### src/rtl/timer_pkg.sv
// Shared types and width helpers for the BCD stopwatch and its digit cells.
// Widths are derived from clock/fraction parameters at elaboration time.
package timer_pkg;

  typedef enum logic [1:0] {
    IDLE   = 2'd0,
    RUN    = 2'd1,
    PAUSED = 2'd2,
    DONE   = 2'd3
  } state_t;

  localparam logic [3:0] BCD_NINE = 4'd9;
  localparam logic [3:0] BCD_ZERO = 4'd0;

  // Bit width needed to index v values, never narrower than one bit.
  function automatic int clog2_min1(input int v);
    return (v <= 2) ? 1 : $clog2(v);
  endfunction

  function automatic int period_of(input int clk_hz, input int sub_div);
    return clk_hz / sub_div;
  endfunction

endpackage

### src/rtl/bcd_digit.sv
// One decimal digit of the display counter: load, increment or decrement with wrap.
// carry_out flags the digit at its wrap point so the next digit can be enabled.
module bcd_digit
  import timer_pkg::*;
(
  input  logic       clk,
  input  logic       rst,
  input  logic       load,
  input  logic [3:0] load_val,
  input  logic       en,
  input  logic       up,
  output logic [3:0] d,
  output logic       carry_out
);

  assign carry_out = up ? (d == BCD_NINE) : (d == BCD_ZERO);

  always_ff @(posedge clk or posedge rst) begin
    if (rst) begin
      d <= BCD_ZERO;
    end else if (load) begin
      d <= load_val;
    end else if (en) begin
      if (carry_out) begin
        d <= up ? BCD_ZERO : BCD_NINE;
      end else begin
        d <= up ? d + 4'd1 : d - 4'd1;
      end
    end
  end

  always @(posedge clk) begin
    if (!rst && load) begin
      assert (load_val <= BCD_NINE);
    end
  end

endmodule

### src/rtl/bcd_stopwatch.sv
// Up/down seconds timer with sub-second fraction, BCD display value, lap capture and expiry.
// Outputs are registered; counting starts the cycle after run is seen in IDLE or PAUSED.
module bcd_stopwatch
  import timer_pkg::*;
#(
  parameter int CLK_HZ  = 100000000,
  parameter int SUB_DIV = 8,
  parameter int DIGITS  = 4,
  parameter int SEC_W   = 10,
  localparam int FRAC_W = clog2_min1(SUB_DIV),
  localparam int MSD_W  = clog2_min1(DIGITS),
  localparam int BCD_W  = 4 * DIGITS
) (
  input  logic              clk,
  input  logic              rst,
  input  logic              clear,
  input  logic              run,
  input  logic              down,
  input  logic [BCD_W-1:0]  load_bcd,
  input  logic              lap,
  output logic [SEC_W-1:0]  sec,
  output logic [FRAC_W-1:0] frac,
  output logic [BCD_W-1:0]  bcd,
  output logic [MSD_W-1:0]  msd,
  output logic              tick,
  output logic [BCD_W-1:0]  lap_bcd,
  output logic              lap_valid,
  output logic              expired,
  output logic              ovf
);

  localparam int PERIOD = period_of(CLK_HZ, SUB_DIV);
  localparam int SUB_W  = clog2_min1(PERIOD);
  localparam logic [SUB_W-1:0]  SUB_LAST  = SUB_W'(PERIOD - 1);
  localparam logic [FRAC_W-1:0] FRAC_LAST = FRAC_W'(SUB_DIV - 1);

  state_t             state;
  logic               mode_down;
  logic [SUB_W-1:0]   sub_cnt;
  logic               counting;
  logic               sub_wrap;
  logic               sec_step;
  logic               load_zero;
  logic               hits_zero;
  logic               bcd_wrap;
  logic               chain;
  logic [DIGITS-1:0]  dig_en;
  logic [DIGITS-1:0]  dig_co;
  logic [BCD_W-1:0]   load_val;

  assign counting  = (state == RUN) && run && !clear;
  assign sub_wrap  = counting && (sub_cnt == SUB_LAST);
  assign sec_step  = sub_wrap && (frac == FRAC_LAST);
  assign load_zero = (load_bcd == '0);
  assign load_val  = down ? load_bcd : '0;
  // Down count only ever reaches zero from a displayed value of one.
  assign hits_zero = mode_down && (bcd == BCD_W'(1));

  always_comb begin
    chain = sec_step;
    for (int k = 0; k < DIGITS; k++) begin
      dig_en[k] = chain;
      chain     = chain & dig_co[k];
    end
    bcd_wrap = chain & !mode_down;
  end

  for (genvar k = 0; k < DIGITS; k++) begin : g_digit
    bcd_digit u_digit (
      .clk       (clk),
      .rst       (rst),
      .load      (clear),
      .load_val  (load_val[4*k +: 4]),
      .en        (dig_en[k]),
      .up        (!mode_down),
      .d         (bcd[4*k +: 4]),
      .carry_out (dig_co[k])
    );
  end

  always_comb begin
    msd = '0;
    for (int k = 1; k < DIGITS; k++) begin
      if (bcd[4*k +: 4] != BCD_ZERO) msd = MSD_W'(k);
    end
  end

  always_ff @(posedge clk or posedge rst) begin
    if (rst) begin
      state     <= IDLE;
      mode_down <= 1'b0;
      sub_cnt   <= '0;
      frac      <= '0;
      sec       <= '0;
      tick      <= 1'b0;
      expired   <= 1'b0;
      ovf       <= 1'b0;
      lap_bcd   <= '0;
      lap_valid <= 1'b0;
    end else begin
      lap_valid <= lap && !clear;
      if (lap && !clear) lap_bcd <= bcd;

      if (clear) begin
        mode_down <= down;
        sub_cnt   <= '0;
        frac      <= '0;
        sec       <= '0;
        tick      <= 1'b0;
        ovf       <= 1'b0;
        expired   <= down && load_zero;
        state     <= (down && load_zero) ? DONE : IDLE;
      end else begin
        tick <= sec_step;
        if (counting) sub_cnt <= sub_wrap ? '0 : sub_cnt + 1'b1;
        if (sub_wrap) frac <= frac + 1'b1;
        if (sec_step) begin
          sec <= sec + 1'b1;
          if ((&sec) || bcd_wrap) ovf <= 1'b1;
        end

        case (state)
          IDLE:   if (run) state <= RUN;
          RUN: begin
            if (!run) begin
              state <= PAUSED;
            end else if (sec_step && hits_zero) begin
              state   <= DONE;
              expired <= 1'b1;
            end
          end
          PAUSED: if (run) state <= RUN;
          default: ;
        endcase
      end
    end
  end

endmodule

### config.mk
export PLATFORM = sky130hd
export DESIGN_NAME = bcd_stopwatch
export DESIGN_NICKNAME = d
export VERILOG_FILES = /design/src/rtl/timer_pkg.sv /design/src/rtl/bcd_digit.sv /design/src/rtl/bcd_stopwatch.sv
export SDC_FILE = /design/constraint.sdc
export NUM_CORES = 1
export LEC_CHECK = 0
export ABC_AREA = 1
export CAP_MARGIN = 30
export CORE_UTILIZATION = 55
export CTS_CLUSTER_SIZE = 16
export DETAILED_ROUTE_END_ITERATION = 16
export DONT_BUFFER_PORTS = 1
export PLACE_DENSITY = 0.7
export SLEW_MARGIN = 20
export SYNTH_ARGS = -nofsm -noshare
export SYNTH_HDL_FRONTEND = slang
export SYNTH_SLANG_ARGS = --single-unit
### constraint.sdc
create_clock -name clk -period 4.7 [get_ports clk]
set_clock_uncertainty 0.2 [all_clocks]
set_input_delay 0.47 -clock clk [delete_from_list [all_inputs] [get_ports clk]]
set_output_delay 0.47 -clock clk [all_outputs]
set_load 0.01 [all_outputs]
==> results.md <==
- The flow ran to the end, and the final reports show no timing, DRC or antenna violations.
- The buffer levels on the longest clock path is 2.
- The number of setup buffers added after CTS is 0.
- The TritonCTS clock tree is yes.
- The first detailed-routing pass ran for 5 iterations.
- The total global-route track usage is 26.20%.
- In this run, the number of DRC markers left after iteration 0 of detailed routing was 217.
- The number of enable flip-flop cells after synthesis is 0.
- The max-slew violation total from the final report is 0.
- Hold repair after CTS inserted 2 buffers.
- The tightest min-delay check is of the input pin to flop type.
- The via count of the first global-routing pass is 3650.
- In this run the core area contains 32 standard-cell rows.
- The share of the clock period used by the worst path after layout is 53.96%.
- The mapped netlist covers 4400 um^2.
- The fraction of layout instances using a drive strength above 1 is 7.923%.
- The wire length reported by the detailed router is 10.34 mm.
- The power density relative to cell area is 372.4 nW/um^2.
- The number of port buffers is 0.
- The weighted congestion at the end of routability-driven global placement is 0.8632.
- The minimum clock period after layout is 2536 ps.
- The number of placed instances with taps included is 651.
- STA classifies the critical path endpoint as a flop.
- The clock tree synthesis step divided the H-tree into 3 levels.
- The achievable frequency is 394.3 MHz.
- For the worst setup path, the data required time is 4770 ps.
- STA puts the critical path data arrival time at 2610 ps.
- The fraction of the core area covered by cells at the end of the flow is 61.48%.
- The synthesized design contains 76 register bits.
- Setup repair after global routing left no endpoint under its margin.
- Setup slack closes at 2164 ps.
- In the layout the commonest cells are sky130_fd_sc_hd__nand2_1, sky130_fd_sc_hd__dfrtp_1, sky130_fd_sc_hd__inv_1.
- In the routed layout, each cell is associated on average with a via count of 5.634.
- Of all nets on the critical path, the largest fanout is 17.
- Counting the buffers created by CTS gives 9.
- Gates resized during post-CTS repair numbered 0.
- The worst pin sits at a relative slew slack of 49.32%.
- The area growth from synthesis to layout is 7.961%.
- The maximum number of pins on one net before global-route repair is 42.
- The critical path is of the flop to flop type.
- Among all flip-flop cells after synthesis, the most frequent one is sky130_fd_sc_hd__dfrtp_1.
- Dividing the detail-routed wire length by the instance count gives 15.43 um.
- For this run, global-route usage on met2 was measured as 40.16%.
- The synthesized netlist cell count is 560.
- The number of library cell types mapped by synthesis is 40.
- The average instance in the mapped netlist occupies 7.858 um^2.
- Setup violations remaining at the end of the flow were counted as 0.
- The library cell used most frequently in the layout, excluding fill and tap cells, is sky130_fd_sc_hd__nand2_1.
- Of the synthesized area, sequential elements account for 43.22%.
- The total negative slack is 0 ps.
- The slew of the pin with the lowest slew margin is 759.4 ps.
- The via total after detailed routing is 3775.
- The initial core utilization is 56.95%.
- IR analysis of the VDD net gives a maximum drop of 203.7 uV.
- After global routing, the most crowded layer is met2.
- In this run the vertical extent of the chip is 91.45 um.
- The net count of the mapped netlist is 598.
- In this run the static leakage power is 0.002171 uW.
- For the worst-skew pair, the clock arrives at the later sink with an insertion delay of 360 ps.
- The total area inside the core boundary comes to 7727 um^2.
- The count of warnings emitted by yosys is 0.
- The tool flagged a number of max-cap violations equal to 0.
- The die width is 91.45 um.
- The share of synthesized flip-flops with an asynchronous set or reset is 100.0%.
- The number of antenna diodes in the final layout is 0.
- Total power for the finished layout comes to 1769 uW.
- The detail route stage leaves a number of antenna-violating nets equal to 0.
- The initial antenna violation count is 0.
- Clock tree synthesis selected as its root buffer the cell sky130_fd_sc_hd__clkbuf_8.
- In the routed design, unresolved DRC markers number 0.
- The final number of hold-violating endpoints is 0.
- The critical path launch point type is a flop.
- The post-CTS clock slew at the launch and capture registers of the worst setup and hold paths is 80 ps.
- The final layout contains 601 nets.
- Detailed placement finished with a half-perimeter wire length of 7.484 mm.
- The leftover overflow at the end of global routing is 0.
- The number of ports placed on the die boundary is 73.
- The setup slack at placement is 2086 ps.
- The area enclosed by the die boundary is 8362 um^2.
- The finished layout holds 670 standard cells, fillers aside.
- The met1 global-route usage is 35.52%.
- The global-route wire length before repair is 17.38 mm.
- The clock drives 76 sinks.
- The fraction of met3 tracks used by global routing is 6.951%.
-- report_power, final --
| group | internal (uW) | switching [uW] | leakage (uW) | total, uW |
|---|---|---|---|---|
| Clock | 354 | 256 | 0.000120 | 610 |
| Sequential | 722 | 108 | 0.00101 | 831 |
| Combinational | 122 | 208 | 0.00104 | 329 |
| Total | 1200 | 572 | 0.00217 | 1770 |
-- registers in the layout (all words and copies together) (netlist names), 2 cells and up --
| signal | count |
|---|---|
| sub_cnt | 24 |
| state | 2 |
| g_digit.u_digit.d | 16 |
| sec | 10 |
| lap_bcd | 16 |
| frac | 3 |
-- layout make-up --
type	count	area (um^2)
fillers	715	2977
inverters	81	304.0
multi-input cells	391	2138
repair buffers	4	38.79
clock inverters	6	112.6
clock buffers	10	127.6
well taps	102	127.6
flip-flops and latches	76	1902
-- cell families (layout without fill, tap and decap cells) --
group / Yosys count / after routing / share of synthesized area, %
flops: 76 / 76 / 43.22
xor+xnor: 19 / 19 / 3.782
simple gates: 253 / 253 / 26.33
compound gates: 103 / 103 / 13.25
fa+ha+maj: 16 / 16 / 5.232
buf+inv: 93 / 101 / 8.189
-- synthesized netlist by cell type, types with 2 or more instances --
library cell / number / area [um^2]
sky130_fd_sc_hd__nor3_1: 21 / 105.1
sky130_fd_sc_hd__buf_2: 3 / 15.01
sky130_fd_sc_hd__nand3_1: 23 / 115.1
sky130_fd_sc_hd__xnor2_1: 4 / 35.03
sky130_fd_sc_hd__nor4_1: 6 / 37.54
sky130_fd_sc_hd__nand2_1: 117 / 439.2
sky130_fd_sc_hd__inv_1: 73 / 274.0
sky130_fd_sc_hd__inv_2: 7 / 26.28
sky130_fd_sc_hd__a21oi_1: 28 / 140.1
sky130_fd_sc_hd__fa_1: 4 / 80.08
sky130_fd_sc_hd__clkbuf_1: 8 / 30.03
sky130_fd_sc_hd__nor2_2: 4 / 25.02
sky130_fd_sc_hd__nor3b_1: 3 / 22.52
sky130_fd_sc_hd__xor2_1: 15 / 131.4
sky130_fd_sc_hd__o21a_1: 5 / 37.54
sky130_fd_sc_hd__a31oi_1: 2 / 12.51
sky130_fd_sc_hd__nor2_4: 4 / 45.04
sky130_fd_sc_hd__o22ai_1: 13 / 81.33
sky130_fd_sc_hd__ha_1: 12 / 150.1
sky130_fd_sc_hd__dfrtp_1: 76 / 1902
sky130_fd_sc_hd__nor2_1: 48 / 180.2
sky130_fd_sc_hd__o21ai_0: 45 / 225.2
sky130_fd_sc_hd__nand2_2: 6 / 37.54
sky130_fd_sc_hd__nand4_1: 16 / 100.1
sky130_fd_sc_hd__a22oi_1: 2 / 15.01
-- layer usage --
layer,vias up,wire length (um)
met5,-,0
met4,0,161
met2,123,4640
met3,15,752
li1,1856,-
met1,1781,4787
-- per-stage QoR --
| step | instance area (um^2) | hold slack (ps) |
|---|---|---|
| final | 4751 | 23.27 |
| after global routing | 4751 | 47.32 |
| after CTS | 4740 | 14.73 |
| after detailed placement | 4479 | 293.7 |
| after global placement | 4479 | 284.0 |
| after floorplan | 4400 | 266.1 |
-- final timing paths --
kind / cells past startpoint / slack [ps] / end / from
min in group asynchronous: 2 / 490 / lap_bcd[8] / rst
setup / recovery: 6 / 2160 / g_digit[3].u_digit.d[2] / mode_down
hold reg to reg: 2 / 320 / state[1] / state[1]
setup reg to reg: 6 / 2160 / g_digit[3].u_digit.d[2] / mode_down
hold / removal: 1 / 20 / mode_down / clear
max in group asynchronous: 3 / 2790 / sec[0] / rst
-- critical path, cell delays in order, from the launching register on --
cell,delay (ps)
sky130_fd_sc_hd__dfrtp_1,770
sky130_fd_sc_hd__inv_1,420
sky130_fd_sc_hd__fa_1,480
sky130_fd_sc_hd__xor2_1,170
sky130_fd_sc_hd__o32ai_1,260
sky130_fd_sc_hd__nand2_1,70
sky130_fd_sc_hd__o21ai_0,80
No activity file was read; power rests on OpenSTA's default activity.
